<file path="src/rtl/mem_port_arbiter.sv">
// mem_port_arbiter: shares one external memory port between the instruction
// fetch requester (imem) and the load/store requester (dmem). Only one
// transaction is outstanding at a time. The FSM runs IDLE -> ISSUE -> WAIT -> RESP.
// dmem has priority over imem.
// Optional starvation guard: define MEM_PORT_ARB_STARVE_GUARD_EN. With it, imem
// is granted after STARVE_LIMIT consecutive dmem grants made while imem waited.
module mem_port_arbiter #(
  parameter int ADDR_W       = 32,
  parameter int DATA_W       = 32,
  parameter int STARVE_LIMIT = 4
) (
  input  logic                clk,
  input  logic                rst_n,
  input  logic                imem_req_valid,
  input  logic [ADDR_W-1:0]   imem_req_addr,
  output logic                imem_req_ready,
  output logic                imem_resp_valid,
  output logic [DATA_W-1:0]   imem_resp_data,
  input  logic                dmem_req_valid,
  input  logic [ADDR_W-1:0]   dmem_req_addr,
  input  logic                dmem_req_wen,
  input  logic [DATA_W-1:0]   dmem_req_wdata,
  input  logic [DATA_W/8-1:0] dmem_req_wmask,
  output logic                dmem_req_ready,
  output logic                dmem_resp_valid,
  output logic [DATA_W-1:0]   dmem_resp_data,
  output logic                mem_req_valid,
  output logic [ADDR_W-1:0]   mem_req_addr,
  output logic                mem_req_wen,
  output logic [DATA_W-1:0]   mem_req_wdata,
  output logic [DATA_W/8-1:0] mem_req_wmask,
  input  logic                mem_req_ready,
  input  logic                mem_resp_valid,
  input  logic [DATA_W-1:0]   mem_resp_data,
  output logic                imem_wait,
  output logic                dmem_wait
);

  localparam int MASK_W = DATA_W / 8;

  typedef enum logic [1:0] {
    S_IDLE  = 2'd0,
    S_ISSUE = 2'd1,
    S_WAIT  = 2'd2,
    S_RESP  = 2'd3
  } state_t;

  state_t              r_state;
  state_t              w_next;
  logic                r_owner_d;   // 1 = current transaction belongs to dmem
  logic [ADDR_W-1:0]   r_addr;
  logic                r_wen;
  logic [DATA_W-1:0]   r_wdata;
  logic [MASK_W-1:0]   r_wmask;
  logic [DATA_W-1:0]   r_rdata;
  logic                w_grant_i;
  logic                w_grant_d;
  logic                w_force_i;

`ifdef MEM_PORT_ARB_STARVE_GUARD_EN
  localparam logic [3:0] LIMIT = 4'(STARVE_LIMIT);
  logic [3:0] r_starve_cnt;

  // Force an imem grant once dmem has won LIMIT times in a row over a waiting imem
  assign w_force_i = (r_starve_cnt == LIMIT) && imem_req_valid && dmem_req_valid;

  // Count dmem grants taken while imem was waiting; clear when imem is served or idle
  always_ff @(posedge clk or negedge rst_n) begin
    if (!rst_n) begin
      r_starve_cnt <= 4'd0;
    end else if (r_state == S_IDLE) begin
      if (w_grant_i || !imem_req_valid) begin
        r_starve_cnt <= 4'd0;
      end else if (w_grant_d && (r_starve_cnt != 4'hF)) begin
        r_starve_cnt <= r_starve_cnt + 4'd1;
      end
    end
  end
`else
  assign w_force_i = 1'b0;
`endif

  // State register
  always_ff @(posedge clk or negedge rst_n) begin
    if (!rst_n) begin
      r_state <= S_IDLE;
    end else begin
      r_state <= w_next;
    end
  end

  // Next-state, grant and handshake outputs
  always_comb begin
    w_next          = r_state;
    w_grant_d       = 1'b0;
    w_grant_i       = 1'b0;
    imem_req_ready  = 1'b0;
    dmem_req_ready  = 1'b0;
    mem_req_valid   = 1'b0;
    imem_resp_valid = 1'b0;
    dmem_resp_valid = 1'b0;
    case (r_state)
      S_IDLE: begin
        w_grant_d      = dmem_req_valid && !w_force_i;
        w_grant_i      = imem_req_valid && !w_grant_d;
        dmem_req_ready = w_grant_d;
        imem_req_ready = w_grant_i;
        if (w_grant_d || w_grant_i) begin
          w_next = S_ISSUE;
        end
      end
      S_ISSUE: begin
        mem_req_valid = 1'b1;
        if (mem_req_ready) begin
          w_next = S_WAIT;
        end
      end
      S_WAIT: begin
        if (mem_resp_valid) begin
          w_next = S_RESP;
        end
      end
      S_RESP: begin
        dmem_resp_valid = r_owner_d;
        imem_resp_valid = !r_owner_d;
        w_next          = S_IDLE;
      end
      default: w_next = S_IDLE;
    endcase
  end

  // Latch the granted request and the memory response
  always_ff @(posedge clk or negedge rst_n) begin
    if (!rst_n) begin
      r_owner_d <= 1'b0;
      r_addr    <= '0;
      r_wen     <= 1'b0;
      r_wdata   <= '0;
      r_wmask   <= '0;
      r_rdata   <= '0;
    end else begin
      if (w_grant_d) begin
        r_owner_d <= 1'b1;
        r_addr    <= dmem_req_addr;
        r_wen     <= dmem_req_wen;
        r_wdata   <= dmem_req_wdata;
        r_wmask   <= dmem_req_wmask;
      end else if (w_grant_i) begin
        // Fetches are always reads: write fields are forced to zero
        r_owner_d <= 1'b0;
        r_addr    <= imem_req_addr;
        r_wen     <= 1'b0;
        r_wdata   <= '0;
        r_wmask   <= '0;
      end
      if ((r_state == S_WAIT) && mem_resp_valid) begin
        r_rdata <= mem_resp_data;
      end
    end
  end

  assign mem_req_addr   = r_addr;
  assign mem_req_wen    = r_wen;
  assign mem_req_wdata  = r_wdata;
  assign mem_req_wmask  = r_wmask;
  assign imem_resp_data = imem_resp_valid ? r_rdata : '0;
  assign dmem_resp_data = dmem_resp_valid ? r_rdata : '0;
  assign imem_wait      = imem_req_valid && !imem_req_ready;
  assign dmem_wait      = dmem_req_valid && !dmem_req_ready;

endmodule

</file>
<file path="config.mk">
export PLATFORM = sky130hd
export DESIGN_NAME = mem_port_arbiter
export DESIGN_NICKNAME = d
export VERILOG_FILES = /design/src/rtl/mem_port_arbiter.sv
export SDC_FILE = /design/constraint.sdc
export NUM_CORES = 1
export LEC_CHECK = 0
export CAP_MARGIN = 20
export CORE_AREA = 2 2 121 123
export CTS_BUF_LIST = sky130_fd_sc_hd__clkbuf_8
export DETAILED_ROUTE_END_ITERATION = 6
export DIE_AREA = 0 0 123 125
export PLACE_DENSITY = 0.76
export REMOVE_ABC_BUFFERS = 1
export SYNTH_ARGS = -nofsm -noshare
export SYNTH_HDL_FRONTEND = slang
export SYNTH_SLANG_ARGS = --single-unit
</file>
<file path="constraint.sdc">
create_clock -name clk -period 1.5 [get_ports clk]
set_input_delay 0.45 -clock clk [delete_from_list [all_inputs] [get_ports clk]]
set_output_delay 0.45 -clock clk [all_outputs]
set_load 0.005 [all_outputs]
</file>
# After elaboration in Yosys (flattened, before gate mapping)
# Cells that the tools add are included.
dict set report word_totals {
  out_inout_bits 140
  word_cells 45
  reg_bits 104
  in_bits 139
}
dict set report classes {
  n_reduce_logical 12
  n_eq_ne 6
  n_mux 20
}
# cell count
set ops {}
lappend ops {{$mux 32} 6}
lappend ops {{$mux 1} 8}
lappend ops {{$mux 4} 2}
lappend ops {{$pmux 2 s4} 1}
lappend ops {{$mux 2} 3}
lappend ops {{$ne 2x2->1 const B} 3}
lappend ops {{$eq 2x2->1 const B} 2}
lappend ops {{$logic_and 1x1->1} 4}
lappend ops {{$logic_not 1->1} 4}
lappend ops {{$reduce_and 3->1} 1}
lappend ops {{$eq 2x1->1 const B} 1}
lappend ops {{$logic_not 2->1} 1}
lappend ops {{$reduce_bool 2->1} 1}
lappend ops {{$logic_or 1x1->1} 1}

# Depth between registers and ports, before layout
# Gate-level depths: netlist of run 1.
dict set report depth {
  depth_word 5
  ltp_mapped 7
  mapped_depth_nobuf 5
}

# Least setup slack after synthesis of run 1
# OpenSTA, ideal clock, no wires.
dict set report synth_timing {
  path_type {reg-to-output}
  startpoint {register r_state[0]}
  endpoint {output port imem_wait}
  path_stages_with_launch 6
  n_path_buf 2
  required_time_ns 1.050
  arrival_time_ns 1.166
  setup_slack_ns -0.116
  path_cell_list {dfrtp_1 inv_1 ha_1 buf_4 clkbuf_1 a21boi_1}
}
dict set report synth_between {
  elab_chain_len 4
}
# item line_no
set synth_lines {}
lappend synth_lines {{from (decl)} 48} ;# state_t r_state;
lappend synth_lines {{from (signal assigned)} 88} ;# r_state <= w_next;
lappend synth_lines {{$logic_not 2->1} 102} ;# case (r_state)
lappend synth_lines {{$mux 1} 102}
lappend synth_lines {{$logic_not 1->1} 168} ;# assign imem_wait = imem_req_valid && !imem_req_ready;
lappend synth_lines {{$logic_and 1x1->1} 168}
lappend synth_lines {{to (decl)} 35} ;# output logic imem_wait,
# No other way between the ends.

# Worst setup path in the final report of run 1
dict set report layout_timing {
  startpoint {register r_state[0]}
  endpoint {output port imem_resp_data[25]}
}
dict set report layout_between {
  elab_chain_len 3
}
# item line_no
set layout_lines {}
lappend layout_lines {{$eq 2x2->1} 102}
lappend layout_lines {{$mux 1} 102}
lappend layout_lines {{$mux 32} 166} ;# assign imem_resp_data = imem_resp_valid ? r_rdata : '0;
lappend layout_lines {{to (decl)} 18} ;# output logic [DATA_W-1:0] imem_resp_data,
# No other way between the ends.

==> reports/results.txt, run 1 <==
Outcome - complete, but fails checks
Failing checks - negative setup slack
Critical path peak fanout - 7
Unrepaired setup endpoints after global routing - true
Critical path class - register to output pin
Worst setup margin - -0.5830 ns
VDD IR max - 0.6743 mV
Core outline area - 0.01420 mm2
Worst Tran Pin Value - 0.3956 ns
TNS Setup - -53.86 ns
Routed len/inst - 17.56 um
Port bufs - 278
CTS Buffer Depth - 2
CTS Root Buffer Type - clkbuf_8
Initial drt markers - 279
Pre-Repair DR Iteration Count - 4
Fin. max-slew vios - 0
Final min period - 2.083 ns
Max cap viols - 0
Layout overhead on the synthesized area - 81.89%
Final Cycle Share - 138.9%
Leakage - 4.665 nW
Post-Syn Instances - 504
DR DRC count - 0
Boundary Pins - 279
TritonCTS Sinks - 104
DP Cell Count - 948
Vias - 4938
Ant. Diodes - 0
Clock transition at the registers of the reported paths - 0.10 ns
Gpl congestion - 0.7964
Synthesized area per cell - 9.883 um2
Vias in the first global route - 4977
Global route total overflow - 0
Worst hold-check path type - input pin to asynchronous set/reset pin
Mapped Area - 0.004981 mm2
Fill cells - 1115
Die Y - 125 um
WP data arrival - 1.63 ns
Post-route insts no fill - 998
TritonCTS Buffers - 9
FF-to-FF End - r_state[1]
Layout cell share with drive strength beyond 1 - 30.10%
R2R cell count - 8
YS warnings - 0
Synth cell types - 26
Latest clock arrival within the worst-skew pair - 0.36 ns
FF+latch count, synth - 104
Die Width - 123 um
Worst setup SP type - register
CP required - 1.05 ns
First-pass GRT wire length - 25540 um
Endpoint class of the critical path - output pin
Vias/cell - 4.948
Largest net degree at the start of global routing - 76
Place WS - -0.7830 ns
H-tree depth - 3
Final wirelength - 17520 um
Slew HR - 73.62%
Total GRT Usage - 21.26%
CTS tree - yes
Die Area - 0.01538 mm2
Fin. Hold Viols - 0
Finish-stage setup viols - 175
Initial antenna violation count - 0
Starting Density - 35.07%
Smallest hold slack - 0.06332 ns
Cell row count - 44
Post-synthesis sequential area ratio - 52.25%
Max Fclk - 480.1 MHz
R2r setup slk - -0.31 ns
Layout net count - 952
Layout Utilization - 63.79%
Post-route ant nets - 0
CTS Hold Bufs - 0
Setup Skew - 0.01008 ns
Post-DP HPWL - 11540 um
Pwr dens - 1620 mW/mm2
Critical R2R Launch - r_state[0]
[cell type report]
type	count	area, um2	area share (%)
timing repair buffer	336	3620	39.95
clock buffer	11	151.4	1.671
inverter	4	20.02	0.2210
sequential	104	2603	28.73
tap	184	230.2	2.541
multi-input combinational	354	2405	26.54
clock inverter	5	31.28	0.3453
[registers in the layout, summed over array words and instances, names as in the netlist]
register	count
mem_req_wdata	32
mem_req_wen	1
r_rdata	32
r_owner_d	1
mem_req_addr	32
r_state	2
mem_req_wmask	4
[timing repair]
action                     4_1_cts  5_1_grt
setup buffers                    8       19
cloned                           6        3
pin swaps                       25        3
setup endpoints to repair      244      232
gates resized for setup        428       88
[how the worst max path moves through the flow]
stage                    from                 end  slack [ns]  cells past startpoint
5_1_grt            r_state[0]      dmem_req_ready       -0.67                      6
6_report           r_state[0]  imem_resp_data[25]       -0.58                      5
3_5_place_dp   imem_req_valid      imem_req_ready       -0.78                      4
4_1_cts            r_state[1]  imem_resp_data[17]       -0.60                      5
3_3_place_gp   imem_req_valid      imem_req_ready       -0.81                      4
2_1_floorplan      r_state[0]      dmem_req_ready       -1.63                      3
[where the power goes]
part / internal (mW) / switching [mW] / leakage (nW)
Clock: 0.694 / 0.939 / 0.101
Sequential: 4.11 / 0.897 / 1.28
Combinational: 4.95 / 3.09 / 3.28
Total: 9.76 / 4.92 / 4.66
[cells by family after synthesis]
family | synth area share, %
and+or+nand+nor | 24.67
DFF | 52.25
AOI/OAI and AO/OA | 10.02
buffers and inverters | 4.597
muxes | 7.461
adders and majority gates | 1.005
[Yosys cell counts]
| cell | instances | area (um2) |
|---|---|---|
| a21o_1 | 1 | 7.510 |
| ha_1 | 4 | 50.05 |
| clkbuf_1 | 15 | 56.30 |
| inv_2 | 2 | 7.510 |
| buf_6 | 1 | 11.26 |
| o32a_1 | 1 | 10.01 |
| nand3b_1 | 33 | 247.7 |
| a22o_1 | 32 | 280.3 |
| a21boi_1 | 1 | 7.510 |
| and3_1 | 32 | 200.2 |
| nor2b_1 | 2 | 12.51 |
| buf_2 | 15 | 75.07 |
| dfrtp_1 | 104 | 2603 |
| buf_1 | 3 | 11.26 |
| o21ai_2 | 1 | 8.760 |
| and2b_1 | 1 | 7.510 |
| buf_4 | 8 | 60.06 |
| and2_1 | 34 | 212.7 |
| inv_1 | 2 | 7.510 |
| mux2_2 | 32 | 360.4 |
| nor3_2 | 1 | 10.01 |
| nor3b_2 | 1 | 12.51 |
| mux2_1 | 1 | 11.26 |
| o21ai_1 | 37 | 185.2 |
| nor2_1 | 1 | 3.750 |
| nand2_1 | 139 | 521.8 |
[worst max-delay path: stages (launching register included)]
cell	delay [ns]
dfrtp_1	0.41
ha_4	0.16
and2b_4	0.31
buf_6	0.17
and2_4	0.14
buf_6	0.09
[placed cells by master (no fill, tap or decap), types with 3 or more instances in the layout]
master,n
clkdlybuf4s50_1,135
dlymetal6s2s_1,42
buf_2,7
and3_4,24
clkbuf_8,11
and3_1,8
a22o_1,32
mux2_2,32
nand3b_1,33
o21ai_1,37
nand2_1,138
and2_4,33
buf_12,8
buf_8,3
buf_16,5
clkdlybuf4s15_1,30
dfrtp_1,104
buf_6,62
buf_4,37
[through the flow]
step / cell area (um2) / power [mW]
after detailed placement: 8016 / 11.56
after global placement: 8016 / 11.32
after floorplan: 4767 / 7.388
final: 9060 / 14.68
after CTS: 8672 / 14.35
after global routing: 9060 / 15.59
[per-layer routing]
layer	wire [um]	vias to the layer above	track usage, %
li1	-	2299	-
met1	6265	2375	23.11
met2	9265	225	38.48
met3	1464	39	6.478
met4	524	0	7.620
met5	0	-	0
No activity file was read; power rests on OpenSTA's default activity.
==> inputs of run 2 (changes only) <==
PLACE_DENSITY = 0.78   (was 0.76)
==> run 2 against run 1 <==
Net effect: the run still ends with negative setup slack left; first-iteration DRC count decreased by 5.0%; combinational power decreased by 2%; routed wire length increased by 3.4%; final area decreased by 0.61%; die area unchanged; sequential power about the same; setup slack got worse by 0.16 ns; total power decreased by 0.80%; sequential share of layout area increased by 0.18 points; non-clock buffer count increased by 2; count of clock-buffer cells in the layout unchanged; clock skew increased by 0.011 ns; largest cell class unchanged; highest routed layer unchanged.
==> reports/results.txt, run 2 (same netlist as run 1, synthesis figures left out) <==
Outcome - complete, but fails checks (unchanged)
Failing checks - negative setup slack (unchanged)
Global route total overflow - 0 (unchanged)
Total GRT Usage - 20.23% (was 21.26%)
Final wirelength - 18110 um (was 17520 um)
Final Cycle Share - 149.2% (was 138.9%)
Critical path peak fanout - 8 (was 7)
Setup Skew - 0.02072 ns (was 0.01008 ns)
Initial antenna violation count - 0 (unchanged)
Multi-input logic area - 0.002320 mm2 (was 0.002405 mm2)
Slowest Stage Delay on Critical Path - 0.42 ns (was 0.41 ns)
Fin. Hold Viols - 0 (unchanged)
Endpoint class of the critical path - output pin (unchanged)
CP cell instances - ha_4 > and2b_4 > buf_12 > buf_16 > buf_6 > and2_4 > buf_6 (was ha_4 > and2b_4 > buf_6 > and2_4 > buf_6)
Worst Setup SP - r_state[0] (unchanged)
Die Width - 123 um (unchanged)
Vias in the first global route - 4819 (was 4977)
Crit path max-delay cell type - dfrtp_1 (unchanged)
Int Power - 9.545 mW (was 9.755 mW)
CTS tree - yes (unchanged)
NetSw - 5.016 mW (was 4.924 mW)
DR top layer - met4 (unchanged)
Met3 wire length - 1565 um (was 1464 um)
Max cap viols - 0 (unchanged)
Sequential share of power - 34.6% (was 34.1%)
Fill cells - 1108 (was 1115)
Die Area - 0.01538 mm2 (unchanged)
Boundary Pins - 279 (unchanged)
Final min period - 2.238 ns (was 2.083 ns)
Critical path class - register to output pin (unchanged)
H-tree depth - 3 (unchanged)
Layout net count - 954 (was 952)
Core outline area - 0.01420 mm2 (unchanged)
Place WS - -0.7802 ns (was -0.7830 ns)
Smallest hold slack - 0.04764 ns (was 0.06332 ns)
WP data arrival - 1.79 ns (was 1.63 ns)
Logic gate share of total power - 54.0% (was 54.7%)
Worst setup SP type - register (unchanged)
Port bufs - 278 (unchanged)
TritonCTS Buffers - 9 (unchanged)
R2R cell count - 10 (was 8)
Ant. Diodes - 0 (unchanged)
Clock share of power - 11.3% (was 11.1%)
DR DRC count - 0 (unchanged)
Register area - 0.002603 mm2 (unchanged)
Starting Density - 35.07% (unchanged)
DRT met1 WL - 6614 um (was 6265 um)
Fin. max-slew vios - 0 (unchanged)
CTS Hold Bufs - 0 (unchanged)
Unrepaired setup endpoints after global routing - true (unchanged)
CTS Buffer Depth - 2 (unchanged)
Die Y - 125 um (unchanged)
Worst Tran Pin Value - 0.3104 ns (was 0.3956 ns)
Vias - 5009 (was 4938)
Largest net degree at the start of global routing - 58 (was 76)
CTS Root Buffer Type - clkbuf_8 (unchanged)
Leakage - 4.534 nW (was 4.665 nW)
Pwr dens - 1617 mW/mm2 (was 1620 mW/mm2)
TritonCTS Sinks - 104 (unchanged)
PnR Total Power - 14.56 mW (was 14.68 mW)
Worst setup margin - -0.7383 ns (was -0.5830 ns)
Finished Cell Area - 0.009005 mm2 (was 0.009060 mm2)
R2r setup slk - -0.30 ns (was -0.31 ns)
Layout overhead on the synthesized area - 80.78% (was 81.89%)
Met2 WL - 9180 um (was 9265 um)
VDD IR max - 0.6440 mV (was 0.6743 mV)
Post-DP HPWL - 11220 um (was 11540 um)
Post-route ant nets - 0 (unchanged)
CP required - 1.05 ns (about the same)
Cell row count - 44 (unchanged)
Clock transition at the registers of the reported paths - 0.10 ns (about the same)
Latest clock arrival within the worst-skew pair - 0.37 ns (was 0.36 ns)
Commonest non-fill, non-tap cell in the layout - nand2_1 (unchanged)
Slew HR - 79.31% (was 73.62%)
Top cell by count, worst path - buf_6 (unchanged)
First-pass GRT wire length - 24340 um (was 25540 um)
Critical R2R Launch - r_state[0] (unchanged)
Vias/cell - 5.014 (was 4.948)
Gpl congestion - 0.7872 (was 0.7964)
Finish-stage setup viols - 166 (was 175)
Initial drt markers - 265 (was 279)
Max Fclk - 446.8 MHz (was 480.1 MHz)
Layout cell share with drive strength beyond 1 - 27.85% (was 30.10%)
TNS Setup - -45.80 ns (was -53.86 ns)
Pre-Repair DR Iteration Count - 4 (unchanged)
Placed cell area - 0.008009 mm2 (was 0.008016 mm2)
FF-to-FF End - mem_req_wmask[2] (was r_state[1])
Sw Ratio - 34.45% (was 33.54%)
Routed len/inst - 18.13 um (was 17.56 um)
Most frequent cells in the layout - 138 x nand2_1, 137 x clkdlybuf4s50_1, 104 x dfrtp_1 (was 138 x nand2_1, 135 x clkdlybuf4s50_1, 104 x dfrtp_1)
Worst hold-check path type - input pin to asynchronous set/reset pin (unchanged)
==> run 2: cell count changes in the layout (fill, tap and decap cells not counted), sizes merged <==
cell	previous run	this run
dlymetal6s2s	42	24
bufbuf	0	1
clkbuf	15	49
clkinv	3	0
clkinvlp	0	1
buf	122	90
inv	6	7
clkdlybuf4s50	135	137
dlygate4sd2	2	1
clkdlybuf4s15	31	47
==> run 2: per-layer routing <==
metal / GRT usage, % / up-vias
li1: - / 2312
met1: 22.49 / 2374
met2: 35.98 / 269
met3: 5.246 / 54
met4: 8.757 / 0
met5: 0 / -
==> run 2: cell type report <==
type                       count  share of cell area (%)
timing repair buffer         338                   40.56
sequential                   104                   28.90
multi-input combinational    354                   25.76
tap                          184                   2.557
clock buffer                  11                   1.681
clock inverter                 4                  0.3196
inverter                       4                  0.2223
==> run 2: power by group through the flow <==
| stage | Sequential [mW] | Clock (mW) | Combinational [mW] |
|---|---|---|---|
| 2_1_floorplan | 4.89 | 0 | 2.50 |
| 3_3_place_gp | 4.91 | 0 | 6.39 |
| 3_5_place_dp | 4.98 | 0 | 6.60 |
| 4_1_cts | 4.95 | 1.69 | 7.10 |
| 5_1_grt | 5.17 | 1.81 | 8.45 |
| 6_report | 5.04 | 1.65 | 7.87 |
==> run 2: worst max path at each step <==
stage | endpoint | slack (ns)
after floorplan | dmem_req_ready | -1.63
after global placement | imem_req_ready | -0.77
after detailed placement | imem_req_ready | -0.78
after CTS | imem_resp_data[2] | -0.78
after global routing | dmem_resp_data[28] | -0.82
final | imem_resp_data[25] | -0.74
==> run 2: per-stage QoR <==
| stage | utilization (%) | cells |
|---|---|---|
| after global routing | 63.40 | 999 |
| after floorplan | - | 462 |
| after global placement | 56.39 | 947 |
| after detailed placement | 56.39 | 947 |
| after CTS | 60.32 | 980 |
| final | 63.40 | 999 |
==> run 2: worst max-delay path: cells and delay by family, from the launching register on <==
family        cells  cell delay [ns]
simple gates      2             0.33
fa+ha+maj         1             0.20
buf+inv           4             0.49
flops             1             0.42
==> run 2: repair_timing <==
action / 4_1_cts / 5_1_grt
buffers inserted: 12 / 10
pin swaps: 16 / 18
endpoints found under the setup margin: 244 / 204
resized for setup: 268 / 177
cloned: 6 / 10
